<file path="config.mk">
export PLATFORM = sky130hd
export DESIGN_NAME = ret_stack
export DESIGN_NICKNAME = d
export VERILOG_FILES = /design/src/rtl/gumnut_pkg.sv /design/src/rtl/int_ctx_reg.sv /design/src/rtl/ret_stack.sv
export SDC_FILE = /design/constraint.sdc
export NUM_CORES = 1
export LEC_CHECK = 0
export ABC_AREA = 0
export CAP_MARGIN = 20
export CELL_PAD_IN_SITES_DETAIL_PLACEMENT = 0
export CELL_PAD_IN_SITES_GLOBAL_PLACEMENT = 1
export CORE_MARGIN = 2
export CORE_UTILIZATION = 47
export DETAILED_ROUTE_END_ITERATION = 7
export GPL_TIMING_DRIVEN = 0
export PLACE_DENSITY = 0.88
export SYNTH_ARGS = -nofsm -noshare
export SYNTH_HDL_FRONTEND = slang
export SYNTH_HIERARCHICAL = 1
export SYNTH_SLANG_ARGS = --single-unit
</file>
<file path="constraint.sdc">
create_clock -name clk_i -period 4.6 [get_ports clk_i]
set_input_delay 0.92 -clock clk_i [delete_from_list [all_inputs] [get_ports clk_i]]
set_output_delay 0.92 -clock clk_i [all_outputs]
set_load 0.05 [all_outputs]
</file>
<file path="src/rtl/gumnut_pkg.sv">
// Shared types and constants for the Gumnut core's return/interrupt context store.
package gumnut_pkg;

    localparam int PC_W              = 12;
    localparam int RET_DEPTH_DEFAULT = 8;

    typedef logic [PC_W-1:0] pc_t;

    typedef enum logic {
        INT_IDLE,
        INT_ACTIVE
    } int_state_e;

endpackage

</file>
<file path="src/rtl/int_ctx_reg.sv">
// Interrupt context register: two-state FSM holding the PC and carry/zero flags
// captured at interrupt entry. No nesting; saved values are held after reti.
module int_ctx_reg
    import gumnut_pkg::*;
#(
    parameter int AW = PC_W
) (
    input  logic          clk_i,
    input  logic          rst_i,
    input  logic          int_save_i,
    input  logic          int_restore_i,
    input  logic [AW-1:0] PC_i,
    input  logic          carry_i,
    input  logic          zero_i,
    output logic [AW-1:0] intPC_o,
    output logic          intcarry_o,
    output logic          intzero_o,
    output logic          int_active_o
);

    int_state_e    r_state;
    int_state_e    w_state_nxt;
    logic          w_capture;
    logic [AW-1:0] r_pc;
    logic          r_carry;
    logic          r_zero;

    // State register
    always_ff @(posedge clk_i or posedge rst_i) begin
        if (rst_i) begin
            r_state <= INT_IDLE;
        end else begin
            r_state <= w_state_nxt;
        end
    end

    // Next state and capture strobe: save wins in IDLE, restore wins in ACTIVE
    always_comb begin
        w_state_nxt = r_state;
        w_capture   = 1'b0;
        case (r_state)
            INT_IDLE: begin
                if (int_save_i) begin
                    w_state_nxt = INT_ACTIVE;
                    w_capture   = 1'b1;
                end
            end
            INT_ACTIVE: begin
                if (int_restore_i) begin
                    w_state_nxt = INT_IDLE;
                end
            end
            default: w_state_nxt = INT_IDLE;
        endcase
    end

    // Saved context, loaded only on entry from IDLE
    always_ff @(posedge clk_i or posedge rst_i) begin
        if (rst_i) begin
            r_pc    <= '0;
            r_carry <= 1'b0;
            r_zero  <= 1'b0;
        end else if (w_capture) begin
            r_pc    <= PC_i;
            r_carry <= carry_i;
            r_zero  <= zero_i;
        end
    end

    assign intPC_o      = r_pc;
    assign intcarry_o   = r_carry;
    assign intzero_o    = r_zero;
    assign int_active_o = (r_state == INT_ACTIVE);

endmodule

</file>
<file path="src/rtl/ret_stack.sv">
// Return-address stack and interrupt context store for the Gumnut core.
// Optional macro RET_STACK_WRAP_EN: when defined, a push while full overwrites
// the oldest entry (circular stack) instead of being discarded.
module ret_stack
    import gumnut_pkg::*;
#(
    parameter int DEPTH = RET_DEPTH_DEFAULT,
    parameter int AW    = PC_W
) (
    input  logic          clk_i,
    input  logic          rst_i,
    input  logic          push_i,
    input  logic          pop_i,
    input  logic [AW-1:0] retaddr_i,
    output logic [AW-1:0] stackaddr_o,
    output logic          empty_o,
    output logic          full_o,
    output logic          overflow_o,
    output logic          underflow_o,
    input  logic          clr_err_i,
    input  logic          int_save_i,
    input  logic          int_restore_i,
    input  logic [AW-1:0] PC_i,
    input  logic          carry_i,
    input  logic          zero_i,
    output logic [AW-1:0] intPC_o,
    output logic          intcarry_o,
    output logic          intzero_o,
    output logic          int_active_o
);

    localparam int IW  = $clog2(DEPTH);
    localparam int SPW = IW + 1;

    // Entries are addressed through a modulo write pointer rather than sp so the
    // circular variant needs no shifting; without wrap r_wp always equals sp mod DEPTH.
    logic [AW-1:0]  r_mem [DEPTH];
    logic [SPW-1:0] r_sp;
    logic [IW-1:0]  r_wp;
    logic           r_ovf;
    logic           r_unf;

    logic [IW-1:0]  w_top_idx;
    logic           w_empty;
    logic           w_full;
    logic           w_replace;
    logic           w_push;
    logic           w_push_ok;
    logic           w_wrap;
    logic           w_pop_ok;
    logic           w_ovf_evt;
    logic           w_unf_evt;

    assign w_top_idx = r_wp - IW'(1);
    assign w_empty   = (r_sp == '0);
    assign w_full    = (r_sp == SPW'(DEPTH));

    assign w_replace = push_i & pop_i & ~w_empty;
    assign w_push    = push_i & (~pop_i | w_empty);
    assign w_push_ok = w_push & ~w_full;
    assign w_pop_ok  = pop_i & ~push_i & ~w_empty;
    assign w_ovf_evt = w_push & w_full;
    assign w_unf_evt = pop_i & w_empty;

`ifdef RET_STACK_WRAP_EN
    assign w_wrap = w_push & w_full;
`else
    assign w_wrap = 1'b0;
`endif

    // Entry array writes: replace top on push+pop, else write at the pointer
    always_ff @(posedge clk_i or posedge rst_i) begin
        if (rst_i) begin
            for (int unsigned i = 0; i < DEPTH; i++) begin
                r_mem[i] <= '0;
            end
        end else if (w_replace) begin
            r_mem[w_top_idx] <= retaddr_i;
        end else if (w_push_ok || w_wrap) begin
            r_mem[r_wp] <= retaddr_i;
        end
    end

    // Occupancy counter and write pointer
    always_ff @(posedge clk_i or posedge rst_i) begin
        if (rst_i) begin
            r_sp <= '0;
            r_wp <= '0;
        end else if (w_push_ok) begin
            r_sp <= r_sp + SPW'(1);
            r_wp <= r_wp + IW'(1);
        end else if (w_wrap) begin
            r_wp <= r_wp + IW'(1);
        end else if (w_pop_ok) begin
            r_sp <= r_sp - SPW'(1);
            r_wp <= r_wp - IW'(1);
        end
    end

    // Sticky error flags; a new error event beats a same-cycle clear
    always_ff @(posedge clk_i or posedge rst_i) begin
        if (rst_i) begin
            r_ovf <= 1'b0;
            r_unf <= 1'b0;
        end else begin
            if (w_ovf_evt)      r_ovf <= 1'b1;
            else if (clr_err_i) r_ovf <= 1'b0;
            if (w_unf_evt)      r_unf <= 1'b1;
            else if (clr_err_i) r_unf <= 1'b0;
        end
    end

    assign stackaddr_o = w_empty ? '0 : r_mem[w_top_idx];
    assign empty_o     = w_empty;
    assign full_o      = w_full;
    assign overflow_o  = r_ovf;
    assign underflow_o = r_unf;

    int_ctx_reg #(
        .AW(AW)
    ) u_int_ctx (
        .clk_i        (clk_i),
        .rst_i        (rst_i),
        .int_save_i   (int_save_i),
        .int_restore_i(int_restore_i),
        .PC_i         (PC_i),
        .carry_i      (carry_i),
        .zero_i       (zero_i),
        .intPC_o      (intPC_o),
        .intcarry_o   (intcarry_o),
        .intzero_o    (intzero_o),
        .int_active_o (int_active_o)
    );

endmodule

</file>
## After elaboration in Yosys (flattened, before gate mapping)

Index checks and enable logic that the tools add are counted.

| word-level totals | value |
|---|---|
| output and inout port bits | 31 |
| input port bits | 33 |
| flip-flop bits (word level) | 120 |

| operators by class | value |
|---|---|
| add/sub/neg operators | 4 |
| muxes and demuxes | 23 |
| bitwise operators | 16 |
| equality and inequality tests | 1 |
| $lt $le $gt $ge | 4 |
| reduce and logical (&&, ||, !) cells | 7 |

Operators with widths:

| kind | number |
|---|---|
| $bwmux W96 | 2 |
| $mux W96 | 2 |
| $demux W12 S3 | 2 |
| $mux W12 | 5 |
| $bmux W12 S3 | 1 |
| $and A1 B1 Y1 | 8 |
| $ge A4 B4 Y1 const B | 2 |
| $lt A4 B1 Y1 const B | 2 |
| $mux W4 | 2 |
| $not A3 Y4 | 2 |
| $reduce_bool A2 Y1 | 4 |
| $mux W1 | 6 |
| $mux W3 | 2 |
| $not A1 Y1 | 5 |
| $add A4 B1 Y4 const B | 1 |
| $eq A4 B4 Y1 const B | 1 |
| $logic_not A4 Y1 | 1 |
| $sub A4 B1 Y4 const B | 1 |
| $add A3 B1 Y3 const B | 1 |
| $sub A3 B1 Y3 const B | 1 |
| $logic_and A1 B1 Y1 | 2 |
| $pmux W1 S2 | 1 |
| $or A1 B1 Y1 | 1 |

## Longest topological paths before layout

Gate-level depths: netlist of the first run.

| depth | value |
|---|---|
| word-level depth | 8 |
| mapped depth | 11 |
| gate-level depth less buffers | 9 |

## Cells and area by module

The synthesis of the first run kept the hierarchy.

Modules (own cells, without submodules):

| module | seq. area each (um^2) | times used | area an instance (um^2) | cells each |
|---|---|---|---|---|
| ret_stack | 2,627.5 | 1 | 5,201.2 | 392 |
| int_ctx_reg | 375.4 | 1 | 620.6 | 35 |

## Worst setup path after synthesis of the first run

No wires, ideal clock.

| timing path | value |
|---|---|
| kind | reg-to-output |
| from | register r_wp[0] |
| to | output port stackaddr_o[6] |
| setup slack | 0.695 ns |
| stages on the path, launching flop included | 11 |
| data required time | 3.680 ns |
| data arrival time | 2.985 ns |
| cells stage by stage | dfrtp_1 buf_2 inv_1 clkbuf_1 ha_1 clkbuf_1 buf_1 mux2i_1 o21ai_0 nand2_1 a31oi_1 |

| on the way | value |
|---|---|
| cells in the longest elaborated chain, start to end | 6 |

RTL lines:

| item | RTL line | RTL |
|---|---|---|
| start: declaration | ret_stack.sv:39 | `logic [IW-1:0] r_wp;` |
| start signal: assignment | ret_stack.sv:91 | `r_wp <= r_wp + IW'(1);` |
| start signal: assignment | ret_stack.sv:93 | `r_wp <= r_wp + IW'(1);` |
| start signal: assignment | ret_stack.sv:96 | `r_wp <= r_wp - IW'(1);` |
| $sub A3 B1 Y3 | ret_stack.sv:54 | `assign w_top_idx = r_wp - IW'(1);` |
| named net w_top_idx[0] | ret_stack.sv:43 | `logic [IW-1:0] w_top_idx;` |
| $not A3 Y4 (not written as such) | ret_stack.sv:113 | `assign stackaddr_o = w_empty ? '0 : r_mem[w_top_idx];` |
| $bmux W12 S3 | ret_stack.sv:113 |  |
| $mux W12 (not written as such) (2 in series) | ret_stack.sv:113 |  |
| $mux W12 | ret_stack.sv:113 |  |
| end: declaration | ret_stack.sv:15 | `output logic [AW-1:0] stackaddr_o,` |

The timed path passes the listed nets, and every way through them passes these cells. The select of a mux whose other input is x is not followed.

## Worst setup path in the final report of the first run

| timing path | value |
|---|---|
| from | register r_wp[0] |
| to | output port stackaddr_o[2] |

Same word-level chain as after synthesis.

==> results of run 1 <==
[cells in the final DEF, fill, tap and decap left out, types with 3 or more instances in the layout]
cell type	netlist	final
buf_4	8	14
a22oi_2	3	3
dfrtp_1	120	120
mux2_1	10	10
nor2_1	11	11
nand2_1	25	25
mux2_2	85	85
clkbuf_2	0	10
clkbuf_1	9	6
buf_2	7	6
nor3_1	4	4
ha_1	4	3
o21ai_0	9	9
mux2_4	19	19
dlygate4sd2_1	0	3
xnor2_1	3	3
a32oi_2	3	3
a21oi_1	9	9
inv_1	9	8
mux4_2	14	14
nor2b_1	3	3
clkinvlp_4	0	4
clkbuf_16	0	17
nand3_1	24	24
clkinv_2	0	4
a31oi_1	6	6
mux2i_1	4	4
clkdlybuf4s50_1	0	50
[cell usage after synthesis, types with 3 or more instances]
cell type,count
clkbuf_1,9
nand3_1,24
nor2b_1,3
a31oi_1,6
a32oi_2,3
mux2_4,19
mux2_1,10
nor2_1,11
mux2_2,85
a21oi_1,9
xnor2_1,3
mux4_2,14
dfrtp_1,120
buf_2,7
inv_1,9
o21ai_0,9
mux2i_1,4
ha_1,4
buf_4,8
nand2_1,25
nor3_1,4
a22oi_2,3
[worst max-delay path, cell delays in order (launching register included)]
cell and delay (ns):
dfrtp_1 0.35, buf_2 0.30, inv_1 0.18, clkbuf_2 0.27, ha_2 0.38, clkbuf_2 0.31, clkbuf_4 0.34, nand3_1 0.09
o21ai_0 0.10, a221oi_1 0.12, nor2_1 0.10, dlygate4sd2_1 0.54
[state kept, by name, indices dropped and copies added, names as in the netlist]
register / cells
underflow_o: 1
u_int_ctx/intzero_o: 1
overflow_o: 1
u_int_ctx/intPC_o: 12
r_mem: 96
r_sp: 4
u_int_ctx/intcarry_o: 1
r_wp: 3
u_int_ctx/int_active_o: 1
[repair_timing]
item                       4_1_cts  5_1_grt
hold buffers                     0        0
gates resized for setup         29       19
setup buffers                    5        0
setup endpoints to repair       12       10
pin swaps                        1        0
[layout make-up]
cell class                 count  share of cell area [%]
sequential                   120                    41.2
multi-input combinational    270                    36.0
timing repair buffer          68                    8.90
clock buffer                  20                    6.14
tap                          168                    2.89
buffer                        27                    2.54
clock inverter                12                    1.75
inverter                       9                   0.498
[worst max-delay path by stage]
stage	start	end	slack, ns	cells past startpoint
floorplan	r_wp[0]$_DFFE_PP0P_	stackaddr_o[6]	0.70	10
global placement	r_wp[0]$_DFFE_PP0P_	stackaddr_o[6]	-0.52	11
detailed placement	r_wp[0]$_DFFE_PP0P_	stackaddr_o[6]	-0.51	11
CTS	r_wp[0]$_DFFE_PP0P_	stackaddr_o[8]	0.005	12
global route	r_wp[0]$_DFFE_PP0P_	stackaddr_o[2]	0.03	10
finish	r_wp[0]$_DFFE_PP0P_	stackaddr_o[2]	0.19	11
[through the flow]
step                TNS, ns  area (µm²)  hold WS (ns)  util, %
global route              0        7280         0.512     60.4
floorplan                 0        5820         0.459        -
CTS                       0        7310         0.493     60.6
global placement     -55.14        6650         0.469     55.2
finish                    0        7280         0.491     60.4
detailed placement    -3.99        6680         0.481     55.4
[per-layer routing]
metal  vias up  part of all wire, %  global-route usage (%)
li1       1739                    -                       -
met1      2001                   45                    30.2
met2        92                   49                    35.9
met3        28                  3.8                    4.96
met4         0                  2.3                    9.80
met5         -                    0                       0
[cells by family (layout without fill, tap and decap cells)]
family          after synthesis  after routing
mux                         133            133
flops                       120            120
simple gates                 81             81
compound gates               46             46
buf+inv                      37            136
xor+xnor                      6              6
fa+ha+maj                     4              4
==> impl_metrics.toml, run 1 <==
[cts]
cts_tree = "built"
cts_root_buffer = "clkbuf_16"
clkTransAtPathRegs_ns = 0.05
cts_buffers = 17
cts_buffer_depth = 2
worstSkewPairLatency_ns = 0.41
htree_levels = 4
cts.sinks = 120

[detailed_routing]
viasPerCell = 5.56
first_iter_violations = 237
drc_errors = 0
drt_wl_total_mm = 13.5
postRouteAntennaNets = 0
vias = 3860
detail_route.wl_per_cell_um = 19.4
drt_pass1_iterations = 4

[min_path]
min_to = "r_mem[36]$_DFFE_PP0P_"
hold_path_depth = 1
hold_path.startpoint = "r_mem[36]$_DFFE_PP0P_"
min_path_type = "flip-flop to flip-flop"

[cells_and_area]
fillerInstances = 942
finalNonFillerCells = 694
diodes = 0
syn_to_final_growth_pct = 25.1
layout.nets = 550
final_layout_size_suffix_gt1_share_pct = 39.0
register_area_um2 = 3000
multi_input_area_um2 = 2620

[sta]
setup_viol_count_final = 0
finalCritPeriodShare_pct = 95.8
worst_slack_ns = 0.194
worst_pin_slew_ns = 0.757
fin_skew_ns = 0.00718
slew_viol_final = 0
finalHoldViolations = 0
min_period_ns = 4.41
grt_setup_unrepaired = "no"
fmax_mhz = 227
relSlewSlack_pct = 49.5

[die]
row_count = 40
die_h_um = 115
ios = 64
die_area_um2 = 13300
chipWidth_um = 115
initial_core_util_pct = 48.3
core-area_um2 = 12100

[setup_path]
critical_path.max_fanout = 10
rrSetupSlack_ns = 1.43
cp-end-kind = "output pin"
worstPathArrival_ns = 3.49
reg2reg_depth = 11
r2r_end = "r_mem[74]$_DFFE_PP0P_"
worstSetupStartpointType = "flip-flop"
reg2reg_from = "r_wp[0]$_DFFE_PP0P_"
cp_data_required_time_ns = 3.68
critical_path_class = "flip-flop to output pin"

[yosys]
ys_warn_count = 6
yosys.area_share.simple_pct = 7.24
synth_area_leaders = "dfrtp_1 (52%), mux2_2 (16%), mux4_2 (5.4%)"
synthMuxAreaShare_pct = 29.6
synth.distinct_cells = 51
synth_area_per_cell_um2 = 13.6
synth_top_area_share_pct = 51.6
synth_flop_cell = "dfrtp_1"
syn_inst = 427
synth-seq-cells = 120
synth_xor_area_share_pct = 1.03
syn-num-nets = 464
async_flop_share_pct = 100
yosysTopAreaCell = "dfrtp_1"
synth-adder-area-share_pct = 0.860
synth_top_family_by_area = "multiplexers"
yosysSeqAreaShare_pct = 51.6
synth_compound_area_share_pct = 6.08
syn_area_um2 = 5820
synth_edf_count = 0

[outcome]
status = "completed"

[global_route]
grt_max_degree = 68
overflow = 0
grt_pass1_vias = 4072
antenna_found_initial = 0
grt_pass1_wl_mm = 22.2
grt.total_usage_pct = 22.6

[flow_run]
max-cap-violations = 0

[placed_design]
dp.final_hpwl_mm = 8.85
io_buffers = 62
pre_cts_slack_ns = -0.506
placed_cells = 658
place_congestion = 0.811
Power of run 1 is left out: the tool's default activity adds up to more than one toggle a clock period on the data nets, which glitch-free logic cannot reach.
==> inputs of run 2 (changes only) <==
--- a/config.mk
+++ b/config.mk
@@ -16,5 +16,4 @@
 export PLACE_DENSITY = 0.88
 export SYNTH_ARGS = -nofsm -noshare
 export SYNTH_HDL_FRONTEND = slang
-export SYNTH_HIERARCHICAL = 1
 export SYNTH_SLANG_ARGS = --single-unit
==> constraint.sdc (replaced) <==
create_clock -name clk_i -period 4.21 [get_ports clk_i]
set_input_delay 0.842 -clock clk_i [delete_from_list [all_inputs] [get_ports clk_i]]
set_output_delay 0.842 -clock clk_i [all_outputs]
set_load 0.05 [all_outputs]
==> impl_metrics.toml, run 2 <==
[placed_design]
dp.final_hpwl_mm = 8.79
pre_cts_slack_ns = -0.246
io_buffers = 63
place_congestion = 0.811

[setup_path]
reg2reg_depth = 9
reg2reg_from = "r_sp[0]$_DFFE_PP0P_"
critPathBufInv = 5
cp-end-kind = "output pin"
max_stage_delay_ns = 0.55
crit_chain = "inv_2, ha_1, clkbuf_1, clkbuf_4, buf_4, mux4_2, nand2_1, a21oi_1, dlygate4sd2_1"
critical_path.max_fanout = 10
worstPathArrival_ns = 3.18
rrSetupSlack_ns = 1.41
crit_path_top_delay_cell = "dlygate4sd2_1"
cp_data_required_time_ns = 3.37
r2r_end = "r_sp[2]$_DFFE_PP0P_"
critical_path_class = "flip-flop to output pin"
crit_family = "buffers and inverters"
worstSetupStartpointType = "flip-flop"

[yosys]
synth_area_leaders = "dfrtp_1 (51%), mux2_2 (13%), mux2_4 (10%)"
synth-seq-cells = 120
ys_warn_count = 0
yosysSeqAreaShare_pct = 51.2
synth_top_area_share_pct = 51.2
netlist_top_cells_count = "dfrtp_1 (120), mux2_2 (70), mux2_4 (40)"
yosysMostFrequentCell = "dfrtp_1"
synth_area_per_cell_um2 = 13.9
synth_flop_cell = "dfrtp_1"
syn_inst = 423
syn-num-nets = 460
syn_area_um2 = 5860
yosysTopAreaCell = "dfrtp_1"
async_flop_share_pct = 100
synth_edf_count = 0
synth.distinct_cells = 51

[detailed_routing]
drt_pass1_iterations = 5
detail_route.wl_per_cell_um = 19.9
viasPerCell = 5.51
vias = 3768
drt_wl_total_mm = 13.6
first_iter_violations = 326
drc_errors = 0
postRouteAntennaNets = 0

[die]
ios = 64
die_h_um = 116
die_area_um2 = 13400
chipWidth_um = 116
initial_core_util_pct = 48.4
row_count = 40
core-area_um2 = 12100

[sta]
finalHoldViolations = 0
worst_slack_ns = 0.193
min_period_ns = 4.02
fin_tns_setup_ns = 0
fin_skew_ns = 0.00479
grt_setup_unrepaired = "no"
slew_viol_final = 0
fmax_mhz = 249
relSlewSlack_pct = 60.7
setup_viol_count_final = 0
finalCritPeriodShare_pct = 95.4
worst_pin_slew_ns = 0.589

[cts]
cts_buffer_depth = 2
cts_buffers = 17
htree_levels = 4
clkTransAtPathRegs_ns = 0.05
hold_buffers = 0
worstSkewPairLatency_ns = 0.41
cts_root_buffer = "clkbuf_16"
cts_setup_buffers = 0
cts.sinks = 120
cts_tree = "built"

[min_path]
min_to = "r_mem[94]$_DFFE_PP0P_"
hold_path.startpoint = "r_mem[94]$_DFFE_PP0P_"
min_path_type = "flip-flop to flip-flop"
hold_path_depth = 1

[cells_and_area]
syn_to_final_growth_pct = 24.1
final_common_cell = "dfrtp_1"
fillerInstances = 987
largest_reg_flops = 96
max_flop_register = "r_mem"
layout.nets = 543
mostFrequentLayoutCells = "dfrtp_1 (120), mux2_2 (70), clkdlybuf4s50_1 (51)"
final_layout_size_suffix_gt1_share_pct = 36.2
diodes = 0

[global_route]
grt_max_degree = 90
overflow = 0
grt_pass1_vias = 4210
antenna_found_initial = 0
grt_pass1_wl_mm = 22.3
grt.total_usage_pct = 22.5

[flow_run]
max-cap-violations = 0

[outcome]
status = "completed"
==> run 2: changes by cell type in the layout (fill, tap and decap cells not counted), moves of 5 or more <==
cell      before  now
mux2_4        19   40
mux2_2        85   70
nand3_1       24   13
buf_4         14    4
mux2_1        10    2
clkbuf_1       6   13
o21ai_0        9   16
clkbuf_2      10    5
mux2i_1        4    9
nand2_1       25   20
==> run 2: cells by family after synthesis <==
group           synth area share, %
mux                            31.2
xor+xnor                       1.02
buf+inv                        3.20
fa+ha+maj                     0.854
flops                          51.2
simple gates                   5.66
compound gates                 6.83
==> run 2: worst register-to-register path, cell delays in order, from the launching register on <==
cell	delay (ns)
dfrtp_1	0.49
nor3_2	0.33
mux2i_2	0.52
nand2_1	0.29
ha_1	0.40
inv_1	0.09
nor4_1	0.28
a21oi_1	0.08
o21ai_0	0.17
a211o_1	0.11
==> run 2: what timing repair did <==
action,CTS,global route
gates cloned,0,0
setup endpoints to repair,12,8
pin swaps,0,0
resized for setup,23,14
==> run 2: layout make-up <==
cell class | instances | area, µm² | share of cell area, %
plain buffers | 26 | 170 | 2.34
clock buffers | 24 | 462 | 6.34
clock inverters | 5 | 50.0 | 0.688
inverters | 9 | 38.8 | 0.533
multi-input cells | 268 | 2700 | 37.1
flip-flops and latches | 120 | 3000 | 41.3
well taps | 168 | 210 | 2.89
repair buffers | 64 | 641 | 8.80
==> run 2: worst max-delay path by stage <==
stage,start,endpoint,cells after the start
2_1_floorplan,rst_i,overflow_o$_DFFE_PP0P_,1
3_3_place_gp,rst_i,r_mem[32]$_DFFE_PP0P_,2
4_1_cts,r_wp[0]$_DFFE_PP0P_,stackaddr_o[1],8
3_5_place_dp,r_wp[0]$_DFFE_PP0P_,stackaddr_o[0],10
6_report,r_wp[0]$_DFFE_PP0P_,stackaddr_o[9],9
5_1_grt,r_wp[0]$_DFFE_PP0P_,stackaddr_o[3],9
==> run 2: routing by layer <==
layer  wire (µm)  track usage [%]  part of all wire (%)
met5           0                0                     0
met2        6690             35.6                    49
met4         335             10.4                   2.5
met1        5920             29.4                    44
met3         633             5.44                   4.7
==> run 2: per-stage QoR <==
| stage | utilization, % | instances | hold slack [ns] | cell area [µm²] |
|---|---|---|---|---|
| after floorplan | - | 423 | 0.458 | 5860 |
| after global placement | 55.4 | 654 | 0.469 | 6700 |
| after detailed placement | 55.6 | 655 | 0.475 | 6740 |
| after CTS | 59.9 | 684 | 0.486 | 7260 |
| after global routing | 60.1 | 684 | 0.516 | 7280 |
| final | 60.1 | 684 | 0.485 | 7280 |
Power of run 2 is left out for the same reason.
